--- src/rtl/mem_arb_pkg.sv ---
// Shared types and constants for the two-master memory bus arbiter.
// Covers the state encoding, owner ids, default error data and the tie-break rule.
package mem_arb_pkg;

  typedef enum logic [1:0] {
    ST_IDLE   = 2'd0,
    ST_ACCESS = 2'd1,
    ST_RESP   = 2'd2
  } state_t;

  localparam logic OWN_CPU = 1'b0;
  localparam logic OWN_DMA = 1'b1;

  localparam logic [31:0] DEF_ERR_DATA = 32'hDEADBEEF;

  // On a tie, round-robin hands the port to whoever did not own it last.
  function automatic logic pick_owner(
    input logic cpu,
    input logic dma,
    input logic last,
    input logic prio
  );
    logic w;
    if (cpu && dma)
      w = prio ? OWN_CPU : ~last;
    else if (dma)
      w = OWN_DMA;
    else
      w = OWN_CPU;
    return w;
  endfunction

endpackage

--- src/rtl/mem_arb_timer.sv ---
// Access watchdog: clear/enable counter.
// o_expire is high in the cycle that would be the TIMEOUT-th counted cycle.
module mem_arb_timer #(
  parameter int TIMEOUT = 16
) (
  input  logic clk,
  input  logic reset,
  input  logic i_clr,
  input  logic i_en,
  output logic o_expire
);

  localparam int W = (TIMEOUT > 1) ? $clog2(TIMEOUT) : 1;
  localparam logic [W-1:0] LAST = W'(TIMEOUT - 1);

  logic [W-1:0] r_cnt;
  logic         w_hit;

  assign w_hit    = (r_cnt == LAST);
  assign o_expire = i_en && w_hit;

  always_ff @(posedge clk) begin
    if (reset) begin
      r_cnt <= '0;
    end else if (i_clr) begin
      r_cnt <= '0;
    end else if (i_en && !w_hit) begin
      r_cnt <= r_cnt + 1'b1;
    end
  end

endmodule

--- src/rtl/mem_bus_arbiter.sv ---
// Arbitrates the single memory port between the CPU and the DMA engine.
// Each access runs IDLE -> ACCESS -> RESP; the winner gets a one-cycle ready pulse.
module mem_bus_arbiter
  import mem_arb_pkg::*;
#(
  parameter int          PRIO_MODE = 0,
  parameter int          TIMEOUT   = 16,
  parameter logic [31:0] ERR_DATA  = DEF_ERR_DATA
) (
  input  logic        clk,
  input  logic        reset,
  input  logic        cpu_req,
  input  logic        cpu_we,
  input  logic [31:0] cpu_addr,
  input  logic [31:0] cpu_wdata,
  output logic [31:0] cpu_rdata,
  output logic        cpu_ready,
  output logic        cpu_err,
  input  logic        dma_req,
  input  logic        dma_we,
  input  logic [31:0] dma_addr,
  input  logic [31:0] dma_wdata,
  output logic [31:0] dma_rdata,
  output logic        dma_ready,
  output logic        dma_err,
  output logic        mem_req,
  output logic        mem_we,
  output logic [31:0] mem_addr,
  output logic [31:0] mem_wdata,
  input  logic [31:0] mem_rdata,
  input  logic        mem_ack,
  output logic [1:0]  grant,
  output logic        busy
);

  state_t      r_state;
  state_t      w_state_nx;
  logic        r_owner;
  logic        r_last;
  logic        r_we;
  logic [31:0] r_addr;
  logic [31:0] r_wdata;
  logic        r_err;
  logic [31:0] r_cpu_rdata;
  logic [31:0] r_dma_rdata;

  logic w_start;
  logic w_win;
  logic w_access;
  logic w_resp;
  logic w_ack;
  logic w_expire;
  logic w_tmr_en;

  assign w_access = (r_state == ST_ACCESS);
  assign w_resp   = (r_state == ST_RESP);
  assign w_start  = (r_state == ST_IDLE) && (cpu_req || dma_req);
  assign w_win    = pick_owner(cpu_req, dma_req, r_last,
                               PRIO_MODE != 0);
  assign w_ack    = w_access && mem_ack;
  assign w_tmr_en = w_access && !mem_ack;

  mem_arb_timer #(
    .TIMEOUT (TIMEOUT)
  ) u_timer (
    .clk      (clk),
    .reset    (reset),
    .i_clr    (w_start),
    .i_en     (w_tmr_en),
    .o_expire (w_expire)
  );

  always_ff @(posedge clk) begin
    if (reset)
      r_state <= ST_IDLE;
    else
      r_state <= w_state_nx;
  end

  always_comb begin
    w_state_nx = r_state;
    unique case (r_state)
      ST_IDLE:
        if (cpu_req || dma_req)
          w_state_nx = ST_ACCESS;
      ST_ACCESS:
        if (mem_ack || w_expire)
          w_state_nx = ST_RESP;
      ST_RESP:
        w_state_nx = ST_IDLE;
      default:
        w_state_nx = ST_IDLE;
    endcase
  end

  // Request fields are captured once so the owner may change them freely.
  always_ff @(posedge clk) begin
    if (reset) begin
      r_owner     <= OWN_CPU;
      r_last      <= OWN_DMA;
      r_we        <= 1'b0;
      r_addr      <= '0;
      r_wdata     <= '0;
      r_err       <= 1'b0;
      r_cpu_rdata <= '0;
      r_dma_rdata <= '0;
    end else begin
      if (w_start) begin
        r_owner <= w_win;
        r_last  <= w_win;
        r_err   <= 1'b0;
        if (w_win == OWN_DMA) begin
          r_we    <= dma_we;
          r_addr  <= dma_addr;
          r_wdata <= dma_wdata;
        end else begin
          r_we    <= cpu_we;
          r_addr  <= cpu_addr;
          r_wdata <= cpu_wdata;
        end
      end
      if (w_ack) begin
        r_err <= 1'b0;
        if (!r_we) begin
          if (r_owner == OWN_DMA)
            r_dma_rdata <= mem_rdata;
          else
            r_cpu_rdata <= mem_rdata;
        end
      end else if (w_expire) begin
        r_err <= 1'b1;
        if (!r_we) begin
          if (r_owner == OWN_DMA)
            r_dma_rdata <= ERR_DATA;
          else
            r_cpu_rdata <= ERR_DATA;
        end
      end
    end
  end

  assign mem_req   = w_access;
  assign mem_we    = w_access && r_we;
  assign mem_addr  = w_access ? r_addr : '0;
  assign mem_wdata = w_access ? r_wdata : '0;

  assign busy  = w_access || w_resp;
  assign grant = !busy ? 2'b00 :
                 (r_owner == OWN_DMA) ? 2'b10 : 2'b01;

  assign cpu_ready = w_resp && (r_owner == OWN_CPU);
  assign dma_ready = w_resp && (r_owner == OWN_DMA);
  assign cpu_err   = cpu_ready && r_err;
  assign dma_err   = dma_ready && r_err;
  assign cpu_rdata = r_cpu_rdata;
  assign dma_rdata = r_dma_rdata;

endmodule

--- config.mk ---
export PLATFORM = sky130hd
export DESIGN_NAME = mem_bus_arbiter
export DESIGN_NICKNAME = d
export VERILOG_FILES = /design/src/rtl/mem_arb_pkg.sv /design/src/rtl/mem_arb_timer.sv /design/src/rtl/mem_bus_arbiter.sv
export SDC_FILE = /design/constraint.sdc
export NUM_CORES = 1
export LEC_CHECK = 0
export ABC_CLOCK_PERIOD_IN_PS = 1800
export BUFFER_PORTS_ARGS = -buffer_cell sky130_fd_sc_hd__buf_4
export CORE_MARGIN = 2
export CORE_UTILIZATION = 45
export DETAILED_ROUTE_END_ITERATION = 10
export PLACE_DENSITY_LB_ADDON = 0.08
export SLEW_MARGIN = 20
export SYNTH_ARGS = -nofsm -noshare
export SYNTH_HDL_FRONTEND = slang
export SYNTH_SLANG_ARGS = --single-unit
--- constraint.sdc ---
create_clock -name clk -period 1.8 [get_ports clk]
set_input_delay 0.09 -clock clk [delete_from_list [all_inputs] [get_ports clk]]
set_output_delay 0.09 -clock clk [all_outputs]
set_load 0.005 [all_outputs]
==> impl_metrics.env, run 1 <==
export IMPL_outcome="complete, but fails checks"
export IMPL_violations="negative hold slack"
export IMPL_holdPathStages=3
export IMPL_cts_buffer_depth=2
export IMPL_grt_start_max_net_pins=66
export IMPL_postLayoutCoreUtil_pct=80.9
export IMPL_syn_to_final_growth_pct=74.7
export IMPL_firstDrtPassIters=5
export IMPL_num_rows=42
export IMPL_period_minus_slack_ps=1770
export IMPL_cts_max_level=4
export IMPL_whs_ps=-31.4
export IMPL_slew_violations=0
export IMPL_dp_cells=1070
export IMPL_wirelength_met1_um=9120
export IMPL_nets=1253
export IMPL_die_h_um=121
export IMPL_worstReg2RegStart="r_last"
export IMPL_routedWlPerCell_um=19.7
export IMPL_p_per_area_nw_per_um2=994
export IMPL_syn_instance_count=634
export IMPL_start_kind="flop"
export IMPL_synth_warnings=0
export IMPL_syn_area_per_cell_um2=9.71
export IMPL_crit_type="reg -> out"
export IMPL_crit_arrival_ps=1680
export IMPL_grt_pass1_wl_um=34500
export IMPL_hpwl_um=12900
export IMPL_first_global_vias=6833
export IMPL_final_cells=1269
export IMPL_vias=6895
export IMPL_cts_buffers=17
export IMPL_synth_async_reset_ratio_pct=0
export IMPL_tightest_slew_ps=537
export IMPL_whs_endpoint="r_wdata[4]"
export IMPL_hold_path_class="in -> reg"
export IMPL_endpoint_kind="primary output"
export IMPL_route_met2_wl_um=12500
export IMPL_wirelength_um=25000
export IMPL_yosysTopAreaCell="dfxtp_1"
export IMPL_final_hold_viol_count=4
export IMPL_path_clk_slew_ps=60
export IMPL_min_period_over_period_pct=98.1
export IMPL_design_die_area_um2=14600
export IMPL_cp_required_ps=1710
export IMPL_cts_tree="built"
export IMPL_worstPathMaxFanout=33
export IMPL_synth_most_common_cell="dfxtp_1"
export IMPL_clock_root_buffer="clkbuf_16"
export IMPL_ys_ff_latch=138
export IMPL_antenna_found_initial=2
export IMPL_synth_cell_area_um2=6160
export IMPL_grt_usage_pct=30.3
export IMPL_drtIter0Drc=484
export IMPL_cts_sinks=138
export IMPL_ys_top_cells_by_area="dfxtp_1 45%, mux2i_1 11%, o2bb2ai_1 9.2%"
export IMPL_dr_wl_met3_um=1760
export IMPL_reg2reg_setup_slack_ps=60
export IMPL_r2r_end="r_wdata[27]"
export IMPL_synth_commonest_cells="138 x dfxtp_1, 71 x and2_1, 67 x mux2i_1"
export IMPL_synth_edf_count=0
export IMPL_globalRoute_totalOverflow=0
export IMPL_topRoutingLayerUsed="met5"
export IMPL_final_antenna_net_count=0
export IMPL_peakVddDrop_mv=0.857
export IMPL_layout_drive_gt1_share_pct=35.7
export IMPL_p_leak_uw=0.00470
export IMPL_yosysTopAreaCellShare_pct=44.9
export IMPL_drc=0
export IMPL_gp_congestion=0.778
export IMPL_slew_headroom_pct=64.2
export IMPL_drv_cap=0
export IMPL_setup_tns_ps=0
export IMPL_synthFlopType="dfxtp_1"
export IMPL_core_um2=13300
export IMPL_skew_ps=11.6
export IMPL_clk_latency_ps=420
export IMPL_yosysSeqAreaShare_pct=44.9
export IMPL_die_w_um=121
export IMPL_hold_start="dma_wdata[4]"
export IMPL_ys_types=38
export IMPL_start_util_pct=46.3
export IMPL_syn_num_nets=807
export IMPL_grt_setup_unrepaired="yes"
export IMPL_setup_viol=0
export IMPL_portBuffers=303
export IMPL_ios=304
export IMPL_fmax_mhz=566
export IMPL_post_drt_via_cell_ratio=5.43
export IMPL_reg2regPathDepth=5
[flip-flops by register name, indices dropped and copies added, names as in the netlist]
register and cells:
r_state 2, dma_rdata 32, r_err 1, r_addr 32, r_we 1, u_timer.r_cnt 4, r_wdata 32, cpu_rdata 32
r_owner 1, r_last 1
[routing by layer]
metal | global-route usage (%) | vias to the layer above
met3 | 7.10 | 126
met4 | 20.3 | 2
met2 | 50.9 | 410
met1 | 33.9 | 3215
li1 | - | 3142
met5 | 0 | -
[worst max-delay path: stages, from the launching register on]
cell and delay (ps):
dfxtp_2 330, inv_2 100, ha_4 190, bufbuf_16 330, and2_1 170, buf_4 130
[power by group]
part           internal (uW)  switching, uW
registers               3610            354
clock network           1720           1290
logic                   1900           1820
total                   7230           3460
[worst max-delay path by stage]
stage               cells after the start       endpoint             start
floorplan                               8  cpu_rdata[14]        r_state[1]
global placement                        4  dma_rdata[24]  u_timer.r_cnt[0]
detailed placement                      4  dma_rdata[22]  u_timer.r_cnt[0]
CTS                                     7    r_wdata[28]           dma_req
global route                            4  dma_rdata[23]  u_timer.r_cnt[0]
finish                                  5   mem_addr[31]        r_state[1]
[logic make-up after synthesis]
family,share of synthesized area (%)
mux,10.9
fa+ha+maj,1.22
flops,44.9
simple gates,10.5
buf+inv,8.78
compound gates,23.7
[through the flow]
stage	setup slack, ps	total power [uW]	cell area (um^2)
floorplan	201	5600	6160
global placement	52.3	6840	8490
detailed placement	-36.9	6930	8490
CTS	14.4	10300	10500
global route	-104	11100	10800
finish	33.8	10700	10800
[final cells by class]
| cell class | count | area, um^2 |
|---|---|---|
| Tap cell | 176 | 220 |
| Antenna cell | 2 | 5.00 |
| Fill cell | 749 | 2540 |
| Clock buffer | 20 | 437 |
| Clock inverter | 10 | 56.3 |
| Timing Repair Buffer | 482 | 4190 |
| Inverter | 51 | 191 |
| Sequential cell | 138 | 2770 |
| Multi-Input combinational cell | 390 | 2890 |
[what timing repair did]
action,CTS,global route
gates resized for setup,4,6
setup buffers,1,14
gates cloned,1,6
setup endpoints to repair,80,146
endpoints found under the hold margin,108,7
hold buffers,150,7
[cell usage in the layout (no fill, tap or decap), types with 4 or more instances in the layout]
master / synthesis / final
a311oi_2: 10 / 10
ha_1: 6 / 5
and2_1: 71 / 69
a311oi_1: 7 / 7
o2bb2ai_1: 65 / 65
o21ai_0: 47 / 47
a21oi_1: 52 / 52
buf_12: 0 / 7
dfxtp_1: 138 / 136
inv_1: 50 / 49
buf_4: 9 / 322
nor2b_1: 4 / 4
dlygate4sd3_1: 0 / 144
nand2_1: 17 / 17
clkbuf_16: 0 / 22
a31oi_1: 16 / 16
mux2i_1: 67 / 65
clkinv_2: 0 / 8
(Power assumes the default switching activity.)
==> inputs of run 2 (changes only) <==
--- a/config.mk
+++ b/config.mk
@@ -11,6 +11,7 @@
 export CORE_UTILIZATION = 45
 export DETAILED_ROUTE_END_ITERATION = 10
 export PLACE_DENSITY_LB_ADDON = 0.08
+export REMOVE_ABC_BUFFERS = 1
 export SLEW_MARGIN = 20
 export SYNTH_ARGS = -nofsm -noshare
 export SYNTH_HDL_FRONTEND = slang
==> run 2 against run 1 <==
Effect of this change: critical path depth fell by 1; worst setup slack worse by 31 ps; routed wire length fell by 1.1%; die area stayed put; the flow still finishes with violations (negative hold slack); highest routed layer is now met4; register-to-register slack got worse by 60 ps; combinational power hardly changed; fmax fell by 1.7%; core utilization is 0.27 points higher; hold slack improved by 8.4 ps.
==> impl_metrics.env, run 2 (same netlist as run 1, synthesis figures left out) <==
export IMPL_outcome="complete, but fails checks"
export IMPL_violations="negative hold slack"
export IMPL_endpoint_kind="flop"
export IMPL_slew_headroom_pct=59.0
export IMPL_final_antenna_net_count=0
export IMPL_layout_drive_gt1_share_pct=35.4
export IMPL_r2r_end="dma_rdata[10]"
export IMPL_die_w_um=121
export IMPL_worstPathMaxFanout=24
export IMPL_globalRoute_totalOverflow=0
export IMPL_hpwl_um=13300
export IMPL_whs_ps=-23.0
export IMPL_cts_sinks=138
export IMPL_dr_wl_met3_um=1760
export IMPL_final_hold_viol_count=1
export IMPL_placed_area_um2=8490
export IMPL_setup_viol=0
export IMPL_n_fill_cell=762
export IMPL_gp_congestion=0.779
export IMPL_final_area_um2=10800
export IMPL_crit_arrival_ps=2120
export IMPL_hold_start="dma_addr[4]"
export IMPL_design_die_area_um2=14600
export IMPL_clock_root_buffer="clkbuf_16"
export IMPL_topRoutingLayerUsed="met4"
export IMPL_start_util_pct=46.3
export IMPL_reg2reg_setup_slack_ps=3
export IMPL_drv_cap=0
export IMPL_antenna_found_initial=0
export IMPL_nets=1255
export IMPL_start_kind="flop"
export IMPL_grt_usage_pct=31.3
export IMPL_cts_buffer_depth=2
export IMPL_period_minus_slack_ps=1800
export IMPL_worstReg2RegStart="u_timer.r_cnt[0]"
export IMPL_skew_ps=6.18
export IMPL_wirelength_um=24700
export IMPL_mostFrequentLayoutCells="319 x buf_4, 149 x dlygate4sd3_1, 136 x dfxtp_1, 69 x and2_1, 65 x mux2i_1"
export IMPL_post_drt_via_cell_ratio=5.44
export IMPL_whs_endpoint="r_addr[4]"
export IMPL_ios=304
export IMPL_grt_start_max_net_pins=53
export IMPL_tightest_slew_ps=614
export IMPL_path_clk_slew_ps=60
export IMPL_peakVddDrop_mv=0.636
export IMPL_grt_setup_unrepaired="yes"
export IMPL_firstDrtPassIters=5
export IMPL_core_um2=13300
export IMPL_n_antenna_cell=0
export IMPL_first_global_vias=6895
export IMPL_cp_required_ps=2120
export IMPL_final_common_cell="buf_4"
export IMPL_slew_violations=0
export IMPL_vias=6912
export IMPL_cts_buffers=17
export IMPL_cts_tree="built"
export IMPL_cts_max_level=4
export IMPL_drtIter0Drc=458
export IMPL_syn_to_final_growth_pct=75.3
export IMPL_route_met2_wl_um=12600
export IMPL_holdPathStages=3
export IMPL_drc=0
export IMPL_reg2regPathDepth=4
export IMPL_num_rows=42
export IMPL_hold_path_class="in -> reg"
export IMPL_grt_pass1_wl_um=35500
export IMPL_p_per_area_nw_per_um2=1010
export IMPL_p_leak_uw=0.00472
export IMPL_die_h_um=121
export IMPL_wirelength_met1_um=8890
export IMPL_routedWlPerCell_um=19.4
export IMPL_clk_latency_ps=410
export IMPL_fmax_mhz=556
export IMPL_portBuffers=303
export IMPL_min_period_over_period_pct=99.8
export IMPL_crit_type="reg -> reg"
export IMPL_postLayoutCoreUtil_pct=81.2
==> run 2: cell count changes in the layout (fill, tap and decap cells not counted), moves of 2 or more <==
cell | before | now
dlygate4sd3_1 | 144 | 149
clkbuf_8 | 0 | 2
diode_2 | 2 | 0
buf_4 | 322 | 319
==> run 2: worst max path at each step <==
stage,startpoint,to,slack [ps],depth (start not counted)
2_1_floorplan,r_last,r_addr[0],-1750,3
3_5_place_dp,u_timer.r_cnt[0],cpu_rdata[20],-40,4
6_report,u_timer.r_cnt[0],dma_rdata[10],3,4
3_3_place_gp,u_timer.r_cnt[0],dma_rdata[20],50,4
4_1_cts,r_state[1],mem_addr[28],3,5
5_1_grt,u_timer.r_cnt[0],cpu_rdata[7],-110,4
==> run 2: worst max-delay path, cell delays in order (launching register included) <==
cell,delay (ps)
dfxtp_1,360
ha_1,240
a31o_1,230
nand3_2,500
a21oi_1,370
==> run 2: final cells by class <==
class                           instances  area (um^2)  area share (%)
Clock buffer                           23          468            4.34
Clock inverter                          9         72.6           0.672
Inverter                               51          191            1.77
Multi-Input combinational cell        390         2910            26.9
Sequential cell                       138         2770            25.6
Tap cell                              176          220            2.04
Timing Repair Buffer                  484         4170            38.6
==> run 2: through the flow <==
stage	cells	total power [uW]	setup WS (ps)	TNS (ps)	hold WS (ps)
final	1271	10900	2.97	0	-23.0
after global routing	1271	11300	-115	-1530	-33.2
after CTS	1259	10500	3.11	0	2.30
after detailed placement	1073	6930	-42.4	-324	363
after global placement	1073	6830	49.2	0	356
after floorplan	579	5350	-1750	-162000	158
==> run 2: timing repair <==
item	in CTS	in global routing
endpoints found under the setup margin	68	160
setup buffers	0	11
resized for setup	5	15
hold endpoints to repair	109	4
pin swaps	0	1
gates cloned	0	4
hold buffers	154	4
==> run 2: routing by layer <==
layer	track usage [%]	vias to the layer above
met5	0	-
met4	19.0	0
met3	7.66	116
met2	54.7	409
met1	33.9	3240
li1	-	3147
==> run 2: where the power goes <==
group	internal (uW)	total (uW)	switching [uW]
combinational	1870	3710	1840
clock	1950	3210	1260
sequential	3610	3950	338
total	7430	10900	3430
==> inputs of run 3 (changes only) <==
--- a/config.mk
+++ b/config.mk
@@ -6,11 +6,11 @@
 export NUM_CORES = 1
 export LEC_CHECK = 0
 export ABC_CLOCK_PERIOD_IN_PS = 1800
-export BUFFER_PORTS_ARGS = -buffer_cell sky130_fd_sc_hd__buf_4
+export BUFFER_PORTS_ARGS = -buffer_cell sky130_fd_sc_hd__buf_2
 export CORE_MARGIN = 2
 export CORE_UTILIZATION = 45
 export DETAILED_ROUTE_END_ITERATION = 10
-export PLACE_DENSITY_LB_ADDON = 0.08
+export PLACE_DENSITY = 0.79
 export REMOVE_ABC_BUFFERS = 1
 export SLEW_MARGIN = 20
 export SYNTH_ARGS = -nofsm -noshare
==> run 3 against run 2 <==
Effect of this change: the run still ends with negative hold slack left; global-route usage increased by 0.62 points; register-to-register slack improved by 50 ps; core utilization decreased by 6.1 points; fmax increased by 3.1%; routed wire length decreased by 2.1%; non-clock buffer count decreased by 10; power decreased by 0.15%; hold slack got worse by 1.7 ps; critical endpoint is now r_addr[18].
==> impl_metrics.env, run 3 (same netlist as run 1, synthesis figures left out) <==
export IMPL_outcome="complete, but fails checks"
export IMPL_violations="negative hold slack"
export IMPL_placed_area_um2=7790
export IMPL_final_common_cell="buf_2"
export IMPL_vias=6860
export IMPL_first_global_vias=7042
export IMPL_clk_latency_ps=420
export IMPL_n_fill_cell=880
export IMPL_die_h_um=121
export IMPL_clock_root_buffer="clkbuf_16"
export IMPL_grt_usage_pct=31.9
export IMPL_portBuffers=303
export IMPL_ios=304
export IMPL_setup_ws_ps=56.3
export IMPL_crit_slowest_cell="dlygate4sd3_1"
export IMPL_cp_required_ps=2080
export IMPL_start_kind="flop"
export IMPL_slew_violations=0
export IMPL_design_die_area_um2=14600
export IMPL_drc=0
export IMPL_core_um2=13300
export IMPL_min_period_over_period_pct=96.9
export IMPL_critical_path_max_stage_delay_ps=580
export IMPL_nets=1245
export IMPL_worstPathMaxFanout=6
export IMPL_p_leak_uw=0.00454
export IMPL_grt_start_max_net_pins=54
export IMPL_whs_ps=-24.7
export IMPL_final_antenna_net_count=0
export IMPL_slew_headroom_pct=72.1
export IMPL_path_clk_slew_ps=50
export IMPL_cts_buffers=17
export IMPL_drtIter0Drc=450
export IMPL_drv_cap=0
export IMPL_grt_pass1_wl_um=36200
export IMPL_hpwl_um=12300
export IMPL_final_area_um2=9990
export IMPL_routedWlPerCell_um=19.1
export IMPL_grt_setup_unrepaired="no"
export IMPL_mostFrequentLayoutCells="303 x buf_2, 141 x dlygate4sd3_1, 136 x dfxtp_1, 69 x and2_1"
export IMPL_globalRoute_totalOverflow=0
export IMPL_syn_to_final_growth_pct=62.2
export IMPL_post_drt_via_cell_ratio=5.41
export IMPL_cts_tree="built"
export IMPL_fmax_mhz=573
export IMPL_cts_max_level=4
export IMPL_num_rows=42
export IMPL_crit_type="reg -> reg"
export IMPL_place_ws_ps=-45.1
export IMPL_final_hold_viol_count=4
export IMPL_cts_buffer_depth=2
export IMPL_cp_buffers_inverters=2
export IMPL_antenna_found_initial=4
export IMPL_hold_path_class="in -> reg"
export IMPL_die_w_um=121
export IMPL_skew_ps=15.9
export IMPL_wirelength_um=24200
export IMPL_peakVddDrop_mv=0.647
export IMPL_setup_viol=0
export IMPL_endpoint_kind="flop"
export IMPL_cts_sinks=138
export IMPL_gp_congestion=0.828
export IMPL_period_minus_slack_ps=1740
export IMPL_layout_drive_gt1_share_pct=35.9
export IMPL_firstDrtPassIters=8
export IMPL_path_cells="a21boi_4, buf_12, mux2i_2, dlygate4sd3_1, o2bb2ai_1"
export IMPL_tightest_slew_ps=419
export IMPL_crit_arrival_ps=2020
export IMPL_p_per_area_nw_per_um2=1090
export IMPL_crit_family="buffers and inverters"
export IMPL_start_util_pct=46.3
run 3: what timing repair did:
action / in CTS / in global routing
buffers inserted: 0 / 8
gates cloned: 0 / 0
endpoints found under the hold margin: 107 / 2
hold buffers: 148 / 2
endpoints found under the setup margin: 51 / 90
gates resized for setup: 3 / 16
pin swaps: 0 / 1
run 3: worst paths after layout:
path	startpoint	endpoint	slack (ps)	cells after the start
worst max register to register	r_last	r_addr[18]	60	5
worst max-delay path	r_last	r_addr[18]	60	5
worst min register to register	cpu_rdata[1]	cpu_rdata[1]	440	2
worst min-delay path	dma_wdata[8]	r_wdata[8]	-20	3
run 3: layout make-up:
class | instances | area (um^2) | area share [%]
Multi-Input combinational cell | 390 | 2900 | 29.0
Antenna cell | 6 | 15.0 | 0.150
Clock inverter | 12 | 146 | 1.47
Timing Repair Buffer | 474 | 3280 | 32.9
Inverter | 51 | 191 | 1.92
Clock buffer | 20 | 467 | 4.67
Tap cell | 176 | 220 | 2.21
Sequential cell | 138 | 2770 | 27.7
run 3: through the flow:
step | std cells | utilization [%] | power (uW) | setup TNS, ps | hold slack, ps
5_1_grt | 1264 | 75.1 | 11300 | 0 | -14.1
4_1_cts | 1259 | 74.5 | 10500 | 0 | 0.557
6_report | 1267 | 75.1 | 10800 | 0 | -24.7
3_5_place_dp | 1079 | 58.6 | 6650 | -477 | 365
2_1_floorplan | 579 | - | 5350 | -162000 | 158
3_3_place_gp | 1079 | 58.6 | 6590 | 0 | 353
run 3: worst register-to-register path, delay by kind of cell (launching register included):
kind / cells / cell delay, ps
mux: 1 / 240
compound gates: 2 / 300
flops: 1 / 340
buf+inv: 2 / 740
run 3: metal layers:
layer	wire length, um	vias to the layer above	track usage [%]
met3	1580	134	8.36
li1	-	3126	-
met1	8660	3218	33.1
met4	1560	2	22.3
met2	12400	380	55.8
met5	7	-	0
run 3: report_power, final:
group | leakage, uW | switching, uW | internal [uW] | total, uW
logic | 0.00312 | 1760 | 1540 | 3300
registers | 0.00113 | 341 | 3610 | 3950
clock network | 0.000298 | 1320 | 2280 | 3600
total | 0.00454 | 3430 | 7420 | 10800
